<file path="src/rtl/usb_pkg.sv">
// Shared types and widths for the host-side USB transaction sequencer.
package usb_pkg;

  localparam int ADDR_W = 7;
  localparam int ENDP_W = 4;
  localparam int DATA_W = 64;
  localparam int PID_W  = 4;

  typedef enum logic [PID_W-1:0] {
    PID_OUT   = 4'b0001,
    PID_IN    = 4'b1001,
    PID_DATA0 = 4'b0011,
    PID_ACK   = 4'b0010,
    PID_NAK   = 4'b1010
  } pid_t;

  typedef enum logic [3:0] {
    ST_IDLE,
    ST_TOKEN,
    ST_TOKEN_WAIT,
    ST_DATA,
    ST_DATA_WAIT,
    ST_RX_HS,
    ST_RX_DATA,
    ST_HS_SEND,
    ST_HS_WAIT,
    ST_RETRY,
    ST_FINISH
  } txn_state_t;

endpackage

</file>
<file path="src/rtl/usb_txn_ctrl_if.sv">
// Command, outbound-pipeline and inbound-pipeline signals of the sequencer.
// slave = sequencer view, master = host/pipeline view.
interface usb_txn_ctrl_if;
  import usb_pkg::*;

  logic              txn_start;
  logic              txn_is_in;
  logic [ADDR_W-1:0] txn_addr;
  logic [ENDP_W-1:0] txn_endp;
  logic [DATA_W-1:0] txn_data_out;
  logic              txn_busy;
  logic              txn_done;
  logic              txn_success;
  logic [DATA_W-1:0] txn_data_in;

  logic              out_pktready;
  logic [PID_W-1:0]  out_pid;
  logic [ADDR_W-1:0] out_addr;
  logic [ENDP_W-1:0] out_endp;
  logic [DATA_W-1:0] out_data;
  logic              out_done;

  logic              in_enable;
  logic              in_pktready;
  logic              in_ack;
  logic              in_nak;
  logic              in_error;
  logic [DATA_W-1:0] in_data;

  modport slave (
    input  txn_start, txn_is_in, txn_addr, txn_endp, txn_data_out,
    input  out_done, in_pktready, in_ack, in_nak, in_error, in_data,
    output txn_busy, txn_done, txn_success, txn_data_in,
    output out_pktready, out_pid, out_addr, out_endp, out_data, in_enable
  );

  modport master (
    output txn_start, txn_is_in, txn_addr, txn_endp, txn_data_out,
    output out_done, in_pktready, in_ack, in_nak, in_error, in_data,
    input  txn_busy, txn_done, txn_success, txn_data_in,
    input  out_pktready, out_pid, out_addr, out_endp, out_data, in_enable
  );

endinterface

</file>
<file path="src/rtl/usb_txn_timer.sv">
// Response timer: counts cycles while enabled, expires on the last of TIMEOUT cycles.
module usb_txn_timer #(
  parameter int TIMEOUT = 255,
  parameter int CNT_W   = 8
) (
  input  logic clk,
  input  logic rst_L,
  input  logic clear,
  input  logic enable,
  output logic expired
);

  localparam logic [CNT_W-1:0] TERM = CNT_W'(TIMEOUT - 1);

  logic [CNT_W-1:0] count;

  // Count up while waiting; cleared whenever the sequencer is not listening.
  always_ff @(posedge clk) begin
    if (!rst_L || clear) count <= '0;
    else if (enable)     count <= count + CNT_W'(1);
  end

  assign expired = enable && (count == TERM);

endmodule

</file>
<file path="src/rtl/usb_txn_ctrl.sv">
// Host transaction sequencer: token, data, handshake with timeout and retry.
//
// state       | meaning
// IDLE        | waiting for txn_start
// TOKEN       | OUT/IN token pulse on out_pktready
// TOKEN_WAIT  | token being sent, wait for out_done
// DATA        | DATA0 pulse with latched payload (OUT only)
// DATA_WAIT   | data being sent, wait for out_done
// RX_HS       | bus released, wait for device handshake (OUT)
// RX_DATA     | bus released, wait for device data (IN)
// HS_SEND     | ACK/NAK pulse to device (IN)
// HS_WAIT     | handshake being sent, wait for out_done
// RETRY       | count the failed attempt, retry or give up
// FINISH      | txn_done pulse with result
module usb_txn_ctrl
  import usb_pkg::*;
#(
  parameter int TIMEOUT      = 255,
  parameter int MAX_ATTEMPTS = 8,
  parameter int CNT_W        = 8
) (
  input logic          clk,
  input logic          rst_L,
  usb_txn_ctrl_if.slave bus
);

  localparam int ATT_W = $clog2(MAX_ATTEMPTS + 1);
  localparam logic [ATT_W-1:0] LAST_ATT = ATT_W'(MAX_ATTEMPTS - 1);

  txn_state_t        state;
  logic [ATT_W-1:0]  attempt;
  logic              is_in_q;
  logic              busy_q;
  logic              done_q;
  logic              success_q;
  logic [DATA_W-1:0] data_in_q;
  logic              pktready_q;
  logic [PID_W-1:0]  pid_q;
  logic [ADDR_W-1:0] addr_q;
  logic [ENDP_W-1:0] endp_q;
  logic [DATA_W-1:0] data_q;
  logic              in_en_q;
  logic              rx_state;
  logic              expired;

  assign rx_state = (state == ST_RX_HS) || (state == ST_RX_DATA);

  usb_txn_timer #(.TIMEOUT(TIMEOUT), .CNT_W(CNT_W)) u_timer (
    .clk     (clk),
    .rst_L   (rst_L),
    .clear   (!rx_state),
    .enable  (rx_state),
    .expired (expired)
  );

  // Sequencer with registered outputs; pulses default low every cycle.
  always_ff @(posedge clk) begin
    if (!rst_L) begin
      state      <= ST_IDLE;
      attempt    <= '0;
      is_in_q    <= 1'b0;
      busy_q     <= 1'b0;
      done_q     <= 1'b0;
      success_q  <= 1'b0;
      data_in_q  <= '0;
      pktready_q <= 1'b0;
      pid_q      <= '0;
      addr_q     <= '0;
      endp_q     <= '0;
      data_q     <= '0;
      in_en_q    <= 1'b0;
    end else begin
      pktready_q <= 1'b0;
      done_q     <= 1'b0;
      case (state)
        ST_IDLE: begin
          if (bus.txn_start) begin
            is_in_q    <= bus.txn_is_in;
            addr_q     <= bus.txn_addr;
            endp_q     <= bus.txn_endp;
            data_q     <= bus.txn_data_out;
            attempt    <= '0;
            busy_q     <= 1'b1;
            pid_q      <= bus.txn_is_in ? PID_IN : PID_OUT;
            pktready_q <= 1'b1;
            state      <= ST_TOKEN;
          end
        end
        ST_TOKEN: state <= ST_TOKEN_WAIT;
        ST_TOKEN_WAIT: begin
          if (bus.out_done) begin
            if (is_in_q) begin
              in_en_q <= 1'b1;
              state   <= ST_RX_DATA;
            end else begin
              pid_q      <= PID_DATA0;
              pktready_q <= 1'b1;
              state      <= ST_DATA;
            end
          end
        end
        ST_DATA: state <= ST_DATA_WAIT;
        ST_DATA_WAIT: begin
          if (bus.out_done) begin
            in_en_q <= 1'b1;
            state   <= ST_RX_HS;
          end
        end
        ST_RX_HS: begin
          // A corrupted packet cannot be trusted as an ACK, even if flagged as one.
          if (bus.in_error || bus.in_nak || (!bus.in_ack && expired)) begin
            in_en_q <= 1'b0;
            state   <= ST_RETRY;
          end else if (bus.in_ack) begin
            in_en_q   <= 1'b0;
            done_q    <= 1'b1;
            success_q <= 1'b1;
            busy_q    <= 1'b0;
            state     <= ST_FINISH;
          end
        end
        ST_RX_DATA: begin
          if (bus.in_pktready) begin
            in_en_q    <= 1'b0;
            pktready_q <= 1'b1;
            pid_q      <= bus.in_error ? PID_NAK : PID_ACK;
            if (!bus.in_error) data_in_q <= bus.in_data;
            state      <= ST_HS_SEND;
          end else if (bus.in_nak || expired) begin
            in_en_q <= 1'b0;
            state   <= ST_RETRY;
          end
        end
        ST_HS_SEND: state <= ST_HS_WAIT;
        ST_HS_WAIT: begin
          if (bus.out_done) begin
            if (pid_q == PID_ACK) begin
              done_q    <= 1'b1;
              success_q <= 1'b1;
              busy_q    <= 1'b0;
              state     <= ST_FINISH;
            end else begin
              state <= ST_RETRY;
            end
          end
        end
        ST_RETRY: begin
          if (attempt == LAST_ATT) begin
            done_q    <= 1'b1;
            success_q <= 1'b0;
            busy_q    <= 1'b0;
            state     <= ST_FINISH;
          end else begin
            attempt    <= attempt + ATT_W'(1);
            pid_q      <= is_in_q ? PID_IN : PID_OUT;
            pktready_q <= 1'b1;
            state      <= ST_TOKEN;
          end
        end
        ST_FINISH: state <= ST_IDLE;
        default:   state <= ST_IDLE;
      endcase
    end
  end

  assign bus.txn_busy     = busy_q;
  assign bus.txn_done     = done_q;
  assign bus.txn_success  = success_q;
  assign bus.txn_data_in  = data_in_q;
  assign bus.out_pktready = pktready_q;
  assign bus.out_pid      = pid_q;
  assign bus.out_addr     = addr_q;
  assign bus.out_endp     = endp_q;
  assign bus.out_data     = data_q;
  assign bus.in_enable    = in_en_q;

endmodule

</file>
<file path="src/flat_wrapper.sv">
// flat-port wrapper written by rule: the top's interface ports become plain ports
module usb_txn_ctrl_flat import usb_pkg::*;
#(
  parameter int TIMEOUT      = 255,
  parameter int MAX_ATTEMPTS = 8,
  parameter int CNT_W        = 8
)
  (clk, rst_L, bus_txn_start, bus_txn_is_in, bus_txn_addr, bus_txn_endp, bus_txn_data_out, bus_out_done, bus_in_pktready, bus_in_ack, bus_in_nak, bus_in_error, bus_in_data, bus_txn_busy, bus_txn_done, bus_txn_success, bus_txn_data_in, bus_out_pktready, bus_out_pid, bus_out_addr, bus_out_endp, bus_out_data, bus_in_enable);
  usb_txn_ctrl_if bus_i ();
  input logic clk;
  input logic rst_L;
  input wire logic [$bits(bus_i.txn_start)-1:0] bus_txn_start;
  input wire logic [$bits(bus_i.txn_is_in)-1:0] bus_txn_is_in;
  input wire logic [$bits(bus_i.txn_addr)-1:0] bus_txn_addr;
  input wire logic [$bits(bus_i.txn_endp)-1:0] bus_txn_endp;
  input wire logic [$bits(bus_i.txn_data_out)-1:0] bus_txn_data_out;
  input wire logic [$bits(bus_i.out_done)-1:0] bus_out_done;
  input wire logic [$bits(bus_i.in_pktready)-1:0] bus_in_pktready;
  input wire logic [$bits(bus_i.in_ack)-1:0] bus_in_ack;
  input wire logic [$bits(bus_i.in_nak)-1:0] bus_in_nak;
  input wire logic [$bits(bus_i.in_error)-1:0] bus_in_error;
  input wire logic [$bits(bus_i.in_data)-1:0] bus_in_data;
  output wire logic [$bits(bus_i.txn_busy)-1:0] bus_txn_busy;
  output wire logic [$bits(bus_i.txn_done)-1:0] bus_txn_done;
  output wire logic [$bits(bus_i.txn_success)-1:0] bus_txn_success;
  output wire logic [$bits(bus_i.txn_data_in)-1:0] bus_txn_data_in;
  output wire logic [$bits(bus_i.out_pktready)-1:0] bus_out_pktready;
  output wire logic [$bits(bus_i.out_pid)-1:0] bus_out_pid;
  output wire logic [$bits(bus_i.out_addr)-1:0] bus_out_addr;
  output wire logic [$bits(bus_i.out_endp)-1:0] bus_out_endp;
  output wire logic [$bits(bus_i.out_data)-1:0] bus_out_data;
  output wire logic [$bits(bus_i.in_enable)-1:0] bus_in_enable;
  assign bus_i.txn_start = bus_txn_start;
  assign bus_i.txn_is_in = bus_txn_is_in;
  assign bus_i.txn_addr = bus_txn_addr;
  assign bus_i.txn_endp = bus_txn_endp;
  assign bus_i.txn_data_out = bus_txn_data_out;
  assign bus_i.out_done = bus_out_done;
  assign bus_i.in_pktready = bus_in_pktready;
  assign bus_i.in_ack = bus_in_ack;
  assign bus_i.in_nak = bus_in_nak;
  assign bus_i.in_error = bus_in_error;
  assign bus_i.in_data = bus_in_data;
  assign bus_txn_busy = bus_i.txn_busy;
  assign bus_txn_done = bus_i.txn_done;
  assign bus_txn_success = bus_i.txn_success;
  assign bus_txn_data_in = bus_i.txn_data_in;
  assign bus_out_pktready = bus_i.out_pktready;
  assign bus_out_pid = bus_i.out_pid;
  assign bus_out_addr = bus_i.out_addr;
  assign bus_out_endp = bus_i.out_endp;
  assign bus_out_data = bus_i.out_data;
  assign bus_in_enable = bus_i.in_enable;
  usb_txn_ctrl #(.TIMEOUT(TIMEOUT), .MAX_ATTEMPTS(MAX_ATTEMPTS), .CNT_W(CNT_W)) u_core (.clk(clk), .rst_L(rst_L), .bus(bus_i));
endmodule
</file>
<file path="config.mk">
export PLATFORM = sky130hd
export DESIGN_NAME = usb_txn_ctrl_flat
export DESIGN_NICKNAME = d
export VERILOG_FILES = /design/src/rtl/usb_pkg.sv /design/src/rtl/usb_txn_ctrl_if.sv /design/src/rtl/usb_txn_timer.sv /design/src/rtl/usb_txn_ctrl.sv /design/src/flat_wrapper.sv
export SDC_FILE = /design/constraint.sdc
export NUM_CORES = 1
export LEC_CHECK = 0
export CAP_MARGIN = 20
export CORE_MARGIN = 2
export CORE_UTILIZATION = 41
export DETAILED_ROUTE_END_ITERATION = 8
export PLACE_DENSITY = 0.81
export SYNTH_ARGS = -nofsm -noshare
export SYNTH_HDL_FRONTEND = slang
export SYNTH_SLANG_ARGS = --single-unit
</file>
<file path="constraint.sdc">
create_clock -name clk -period 2.1 [get_ports clk]
set_input_delay 0.21 -clock clk [delete_from_list [all_inputs] [get_ports clk]]
set_output_delay 0.21 -clock clk [all_outputs]
set_load 0.01 [all_outputs]
</file>
# Yosys cells after proc, flatten, opt, wreduce, memory -nomap -nowiden
# Index checks and enable logic that the tools add are counted.
totals:
  ff_bits: 165
  inputBits: 148
op_classes:
  add_sub_neg: 2
  eq_ne: 26
  n_mux: 55
  bitwise: 1
  reduce_logical: 24
ops:
  columns: ["op", "n"]
  rows:
  - ["$mux W4", 19]
  - ["$pmux W4 S10", 1]
  - ["$mux W1", 26]
  - ["$reduce_and A6 Y1", 4]
  - ["$eq A4 B3 Y1 const B", 5]
  - ["$ne A2 B2 Y1 const B", 9]
  - ["$pmux W4 S4", 1]
  - ["$eq A4 B2 Y1 const B", 3]
  - ["$pmux W1 S4", 3]
  - ["$reduce_bool A4 Y1", 3]
  - ["$add A8 B1 Y8 const B", 1]
  - ["$eq A4 B4 Y1 const B", 2]
  - ["$eq A8 B8 Y1 const B", 1]
  - ["$pmux W4 S2", 1]
  - ["$reduce_and A7 Y1", 1]
  - ["$ne A2 B1 Y1 const B", 3]
  - ["$ne A3 B3 Y1 const B", 2]
  - ["$pmux W1 S3", 2]
  - ["$reduce_and A3 Y1", 2]
  - ["$logic_or A1 B1 Y1", 5]
  - ["$add A4 B1 Y4 const B", 1]
  - ["$eq A4 B1 Y1 const B", 1]
  - ["$logic_not A4 Y1", 1]
  - ["$logic_not A1 Y1", 3]
  - ["7 further kinds", 8]

# Logic depth before layout (Yosys ltp)
# Gate-level depths: netlist (run 1).
depth:
  word_depth: 7
  mapped_depth: 8
  depth_no_buf: 7

# Hierarchy
# A second synthesis (run 1) with hierarchy kept.
unflattened:
  hier_cells: 790
  hier_area_um2: 6227.2
modules_own_cells:
  columns: ["mod", "n_inst", "cells_each", "area_per_inst_um2", "seq_area_each_um2"]
  rows:
  - ["usb_txn_ctrl", 1, 748, 5858.1, 3123.0]
  - ["usb_txn_timer", 1, 42, 369.1, 160.2]

# Least setup slack after synthesis (run 1)
# Ideal clock, no wire load.
synth_timing:
  kind: "register to register"
  startpoint: "register u_core.state[1]"
  endpoint: "register u_core.attempt[3]"
  setup_ps: 86
  t_arrival_ps: 1703
  required_time_ps: 2014
  setup_slack_ps: 311
  path_stages_with_launch: 7
  n_path_buf: 1
  period_less_slack_ps: 1789
  cell_sequence: "dfxtp_1 -> buf_6 -> nor3b_4 -> and3_4 -> a31oi_4 -> or4_1 -> a211oi_1"
synth_between:
  elab_chain_len: 3
  word_cells_on_any_way: 7
  cone_classes: "eq/ne (3); mux (1); reduce/logical (3)"
synth_rtl:
  columns: ["item", "line_no", "source"]
  rows:
  - ["start: declaration", "usb_txn_ctrl.sv:30", "txn_state_t state;"]
  - ["start signal: assignment", "usb_txn_ctrl.sv:59", "state <= ST_IDLE;"]
  - ["start signal: assignment", "usb_txn_ctrl.sv:86", "state <= ST_TOKEN;"]
  - ["start signal: assignment", "usb_txn_ctrl.sv:89", "ST_TOKEN: state <= ST_TOKEN_WAIT;"]
  - ["$eq A4 B4 Y1 or $logic_not A4 Y1 (tied branches)", "usb_txn_ctrl.sv:75", "case (state)"]
  - ["$ne A2 B2 Y1 (no line) or $reduce_bool A2 Y1 (tied branches)", null, null]
  - ["$reduce_and A3 Y1 (no line)", null, null]
  - ["end signal: assignment", "usb_txn_ctrl.sv:154", "attempt <= attempt + ATT_W'(1);"]
  - ["end: declaration", "usb_txn_ctrl.sv:31", "logic [ATT_W-1:0] attempt;"]
# Parallel ways exist; a longest one is shown, timed or not.
# A chain may end at the register's enable or synchronous reset.

# Worst setup path after layout (run 1)
layout_timing:
  startpoint: "register u_core.state[2]"
  endpoint: "register u_core.state[0]"
layout_between:
  elab_chain_len: 7
  word_cells_on_any_way: 24
  cone_classes: "eq/ne (15); mux (2); reduce/logical (7)"
layout_rtl:
  columns: ["item", "line_no", "source"]
  rows:
  - ["$eq A4 B3 Y1", "usb_txn_ctrl.sv:46, usb_txn_ctrl.sv:75", null]
  - ["$logic_or A1 B1 Y1", "usb_txn_ctrl.sv:46", "assign rx_state = (state == ST_RX_HS) || (state == ST_RX_DATA);"]
  - ["$logic_and A1 B1 Y1", "usb_txn_timer.sv:23", "assign expired = enable && (count == TERM);"]
  - ["$logic_and A1 B1 Y1", "usb_txn_ctrl.sv:111", "if (bus.in_error || bus.in_nak || (!bus.in_ack && expired)) begin"]
  - ["$logic_or A1 B1 Y1", "usb_txn_ctrl.sv:111", null]
  - ["$mux W4 or $ne A3 B3 Y1 (tied branches)", null, null]
  - ["$pmux W4 S10 or $reduce_and A6 Y1 (tied branches)", null, null]
# Parallel ways exist; a longest one is shown, timed or not.

==> metrics.md, run 1 <==
| Metric | Value |
|---|---|
| CP Launch Type | `flip-flop` |
| Detailed placement HPWL | `approximately 14,000 um` |
| Tmin final | `1.914 ns` |
| Tcrit/Tclk final | `91.16%` |
| Synth Flop Type | `dfxtp_1` |
| WHS Path Cells | `3` |
| CP startpoint | `u_core.state[2]$_SDFFE_PN0P_` |
| Largest net degree at the start of global routing | `84` |
| Syn Nets | `between 900 and 1,000` |
| Num rows | `44` |
| First-pass GRT wire length | `30,040 um` |
| Starting Density | `42.19%` |
| Register area share after synthesis | `around 53%` |
| RSZ-0062 raised after global routing | `false` |
| Sinks on Clock Net | `164` |
| Footprint of the multi-input gates | `around 0.0027 mm^2` |
| Area Growth Syn to Fin | `62.09%` |
| Max Transition Viols Final | `0` |
| Top-area cell type share of the netlist area | `approximately 53%` |
| Gr usage total | `23.22%` |
| Max_cap viols | `0` |
| Yosys warnings | `0` |
| Synth top cells by count | `nand2_1 (293), dfxtp_1 (164), a21oi_1 (151)` |
| Drt via density | `4.953` |
| Setup crit end kind | `flip-flop` |
| Core area | `between 0.01 and 0.015 mm^2` |
| Final Setup Violations | `0` |
| Root Driver | `clkbuf_16` |
| H-tree lvl count | `4` |
| Storage element area | `0.003284 mm^2` |
| Status | `finished clean` |
| Fmax | `522.4 MHz` |
| Cell Area, Synth | `0.006178 mm^2` |
| Maximum VDD drop | `500.9 uV` |
| P_leak | `approximately 3.6 nW` |
| Clock Skew | `0.006001 ns` |
| TNS Setup | `0 ns` |
| Avg Cell Area, Syn | `around 7.9 um^2` |
| Routed Antenna Nets | `0` |
| Die Area | `between 0.015 and 0.02 mm^2` |
| Per-cell routed wire length | `approximately 15 um` |
| CTS tree | `yes` |
| Vias in the first global route | `6,030` |
| Count leader, synth | `nand2_1` |
| Clk Latency, worst-skew pair | `0.41 ns` |
| Setup ws final | `0.1857 ns` |
| Synth area leader | `dfxtp_1` |
| Ant diodes | `0` |
| Fin. Hold Viols | `0` |
| CP Max Fanout | `9` |
| PnR Total Power | `approximately 8.6 mW` |
| Count of input and output buffers | `294` |
| Clk slew on worst S/H paths | `0.06 ns` |
| I/O Pins | `296` |
| R2R cell count | `7` |
| Synth Instances | `slightly below 800` |
| Die width | `126.8 um` |
| Clock Path Buffers | `2` |
| Share of layout cells above drive strength 1 | `6.599%` |
| Place WS | `0.06898 ns` |
| Router iterations before antenna repair | `4` |
| Critical path class | `reg -> reg` |
| CTS buffer count | `17` |
| Final Routed Wirelength | `19,110 um` |
| Worst hold path type | `in -> reg` |
| Yosys reg bits | `roughly 160` |
| CP arrival | `2.22 ns` |
| CP required | `2.40 ns` |
| Die Ht | `126.8 um` |
| Largest cells by area after synthesis | `dfxtp_1 (53%), nand2_1 (18%), a21oi_1 (12%), clkbuf_1 (2.4%), nor2_1 (1.0%)` |
| Fraction of registers with async set/reset | `0%` |
| Detailed Route Iter0 Violations | `~310` |
| Fill count | `1,213` |
| Power density cells | `858.6 mW/mm^2` |
| Netlist cell types | `55` |
| Hold path start | `bus_txn_data_out[59]` |
| Total gr overflow | `0` |
| Vias post-DR | `6,241` |
| Initial antenna violation count | `0` |
| Final net count | `1,214` |
| EDFF count, synth | `0` |
| GPL Wtd Cong | `between 0.9 and 1` |
| DRC | `0` |
| R2R Path Start | `u_core.state[2]$_SDFFE_PN0P_` |
==> report_power, final <==
part	internal [mW]	leakage, nW	switching [mW]
Combinational	1.01	1.93	0.942
Sequential	3.36	1.33	0.149
Clock	1.89	0.290	1.25
==> worst max-delay path: stages, from the launching register on <==
cell     delay, ns
dfxtp_1       0.51
buf_4         0.24
nor3b_4       0.05
buf_4         0.16
a21oi_1       0.14
a21oi_1       0.15
or3_1         0.40
o32ai_1       0.15
==> state kept, by name, summed over array words and instances, names as in the netlist, 3 cells and up <==
signal,count
u_core.attempt,4
u_core.bus.out_addr,7
u_core.bus.out_data,64
u_core.bus.out_endp,4
u_core.bus.out_pid,3
u_core.bus.txn_data_in,64
u_core.state,4
u_core.u_timer.count,8
==> layout make-up <==
type	count	area share (%)
clock buffer	22	4.835
clock inverter	10	1.187
inverter	5	0.2124
multi-input combinational	555	26.46
sequential	164	32.80
tap	184	2.299
timing repair buffer	320	32.21
==> timing repair <==
item | 4_1_cts | 5_1_grt
buffers inserted | 0 | 0
setup endpoints to repair | 0 | 2
hold buffers | 0 | 0
resized for setup | 0 | 2
==> layer usage <==
layer	track usage, %	vias to the layer above	part of all wire (%)
met4	8.856	0	2.4
met1	25.45	2834	39
met2	40.48	247	49
li1	-	3130	-
met3	9.321	30	10
met5	0	-	0
==> metrics by stage <==
step           utilization (%)  std cells  area, um^2  hold slack (ns)
2_1_floorplan                -        780        6178           0.3460
3_3_place_gp             64.23       1228        9407           0.4401
3_5_place_dp             64.23       1228        9407           0.4459
4_1_cts                  68.35       1260       10010           0.3208
5_1_grt                  68.39       1260       10010           0.3326
6_report                 68.39       1260       10010           0.3401
==> cells in the final DEF, fill, tap and decap left out, drive strengths merged, types with 3 or more instances in the layout <==
master           n
a21oi          151
a31oi            5
and2             3
and3             4
buf             26
clkbuf          22
clkdlybuf4s50  294
clkinvlp         3
dfxtp          164
ha               3
inv              8
nand2          293
nand2b           3
nand3            9
nor2            18
nor2b            3
nor3             4
o21a             3
o21ai           11
or4              3
xor2             5
==> worst paths after layout <==
kind	endpoint	slack (ns)
worst min register to register	u_core.bus.out_data[47]$_SDFFE_PN0P_	0.45
worst max register to register	u_core.state[0]$_SDFFE_PN0P_	0.19
worst max-delay path	u_core.state[0]$_SDFFE_PN0P_	0.19
worst min-delay path	u_core.bus.out_data[59]$_SDFFE_PN0P_	0.34
==> kinds of logic after synthesis <==
group,Yosys count,synth area share (%)
AND/OR/NAND/NOR,356,24.32
flip-flops,164,53.14
adder cells (fa/ha/maj),3,0.6076
other,1,0.06070
XOR/XNOR,7,0.9923
multiplexers,1,0.1620
AO/OA/AOI/OAI,187,16.50
buffers and inverters,61,4.212
Power figures use the tool's default switching activity.
==> run 2: changes to the inputs <==
--- a/config.mk
+++ b/config.mk
@@ -7,9 +7,10 @@
 export LEC_CHECK = 0
 export CAP_MARGIN = 20
 export CORE_MARGIN = 2
-export CORE_UTILIZATION = 41
+export CORE_UTILIZATION = 44
 export DETAILED_ROUTE_END_ITERATION = 8
-export PLACE_DENSITY = 0.81
+export PLACE_DENSITY = 0.86
 export SYNTH_ARGS = -nofsm -noshare
 export SYNTH_HDL_FRONTEND = slang
 export SYNTH_SLANG_ARGS = --single-unit
+export TNS_END_PERCENT = 50
==> constraint.sdc (replaced) <==
create_clock -name clk -period 2.3 [get_ports clk]
set_input_delay 0.23 -clock clk [delete_from_list [all_inputs] [get_ports clk]]
set_output_delay 0.23 -clock clk [all_outputs]
set_load 0.01 [all_outputs]
==> metrics.md, run 2 (synthesis gave the netlist of run 1 again) <==
| Metric | Value |
|---|---|
| Clk slew on worst S/H paths | `around 0.06 ns` |
| Slew HR | `between 60% and 70%` |
| Status | `finished clean` |
| RSZ-0062 raised after global routing | `false` |
| Cells after DPL | `1,215` |
| Final Util | `71.84%` |
| Starting Density | `44.86%` |
| Vias post-DR | `6,295` |
| Gr usage total | `24.36%` |
| Initial antenna violation count | `0` |
| DRC | `0` |
| Tcrit/Tclk final | `88.60%` |
| Clk Latency, worst-skew pair | `0.42 ns` |
| H-tree lvl count | `4` |
| Drt via density | `5.048` |
| Final Routed Wirelength | `19,100 um` |
| Share of layout cells above drive strength 1 | `roughly 5.5%` |
| I/O Pins | `roughly 300` |
| Die Ht | `between 100 and 150 um` |
| Die Area | `0.01501 mm^2` |
| Fill count | `around 1,000` |
| Storage element area | `approximately 0.0033 mm^2` |
| Reg2reg end | `u_core.state[3]$_SDFFE_PN0P_` |
| Clock Skew | `0.009558 ns` |
| CP startpoint | `u_core.state[3]$_SDFFE_PN0P_` |
| GPL Wtd Cong | `0.9157` |
| Final net count | `1,205` |
| Routed Antenna Nets | `0` |
| CTS buffer count | `17` |
| Core area | `0.01377 mm^2` |
| Commonest non-fill, non-tap cells in the layout | `clkdlybuf4s50_1 (294), nand2_1 (293), dfxtp_1 (164)` |
| Total gr overflow | `0` |
| Setup crit end kind | `flip-flop` |
| R2R cell count | `6` |
| Num rows | `between 40 and 50` |
| CP arrival | `about 2.4 ns` |
| Most common cell after layout, fill and taps aside | `clkdlybuf4s50_1` |
| Count of input and output buffers | `294` |
| R2R Path Start | `u_core.state[3]$_SDFFE_PN0P_` |
| Area Growth Syn to Fin | `60.15%` |
| CP Capture Point | `u_core.state[3]$_SDFFE_PN0P_` |
| Vias in the first global route | `5,872` |
| Fmax | `490.8 MHz` |
| Tmin final | `around 2.0 ns` |
| CP Max Fanout | `8` |
| Detailed placement HPWL | `13,310 um` |
| CTS Hold Bufs | `0` |
| Final Setup Violations | `0` |
| Maximum VDD drop | `444.5 uV` |
| Max_cap viols | `0` |
| Post-CTS Resized | `0` |
| Reg2Reg Setup Slack | `about 0.26 ns` |
| Worst Tran Pin Value | `0.4816 ns` |
| First-pass GRT wire length | `28,680 um` |
| Largest net degree at the start of global routing | `90` |
| CP Launch Type | `flip-flop` |
| Detailed Route Iter0 Violations | `slightly above 400` |
| Setup Buffers After CTS | `0` |
| Max Transition Viols Final | `0` |
| P_leak | `3.491 nW` |
| Die width | `between 100 and 150 um` |
| CTS tree | `yes` |
| Fin. Hold Viols | `0` |
| TNS Setup | `0 ns` |
| Root Driver | `clkbuf_16` |
| Power density cells | `775.8 mW/mm^2` |
| Footprint of the multi-input gates | `0.002646 mm^2` |
| CP required | `2.61 ns` |
| Clock Path Buffers | `2` |
| Non-filler cells, final | `1,247` |
| Per-cell routed wire length | `roughly 15 um` |
| Ant diodes | `0` |
| Sinks on Clock Net | `164` |
| Router iterations before antenna repair | `4` |
| PnR Total Power | `between 7 and 8 mW` |
| Critical path class | `reg -> reg` |
| Worst hold path type | `in -> reg` |
[run 2: worst min path at each step]
stage,start,cells after the start,endpoint
CTS,bus_in_data[34],3,u_core.bus.txn_data_in[34]$_SDFFE_PN0P_
floorplan,bus_txn_addr[0],2,u_core.bus.out_addr[0]$_SDFFE_PN0P_
global route,bus_in_data[56],3,u_core.bus.txn_data_in[56]$_SDFFE_PN0P_
global placement,u_core.bus.txn_data_in[4]$_SDFFE_PN0P_,2,u_core.bus.txn_data_in[4]$_SDFFE_PN0P_
finish,bus_in_data[11],3,u_core.bus.txn_data_in[11]$_SDFFE_PN0P_
detailed placement,u_core.bus.txn_data_in[40]$_SDFFE_PN0P_,2,u_core.bus.txn_data_in[40]$_SDFFE_PN0P_
[run 2: layout make-up]
type / instances / share of cell area, %
multi-input combinational: 555 / 26.75
sequential: 164 / 33.18
inverter: 5 / 0.2150
clock inverter: 10 / 0.9990
tap: 180 / 2.276
timing repair buffer: 311 / 31.79
clock buffer: 22 / 4.793
[run 2: where the power goes]
group / switching [mW] / total [mW] / internal, mW
clock: 1.15 / 2.73 / 1.59
sequential: 0.143 / 3.21 / 3.07
combinational: 0.847 / 1.73 / 0.886
[run 2: critical path, cell delays in order (launching register included)]
cell	delay, ns
dfxtp_1	0.38
buf_4	0.20
nor4bb_1	0.47
nand3b_1	0.17
a21oi_1	0.40
nor3_1	0.12
o21a_1	0.19
[run 2: layer usage]
| metal | GRT usage [%] | routed length, um | up-vias |
|---|---|---|---|
| met1 | 26.63 | 7360 | 2874 |
| met4 | 10.56 | 578 | 0 |
| met5 | 0 | 0 | - |
| li1 | - | - | 3120 |
| met3 | 9.758 | 1877 | 42 |
| met2 | 41.67 | 9287 | 259 |
[run 2: through the flow]
step / area, um^2 / setup slack (ns) / hold WS (ns)
final: 9894 / 0.2623 / 0.3528
after CTS: 9894 / 0.2791 / 0.3390
after detailed placement: 9321 / 0.1349 / 0.4457
after global routing: 9894 / 0.01890 / 0.3470
after global placement: 9321 / 0.1872 / 0.4403
after floorplan: 6178 / 0.5111 / 0.3660
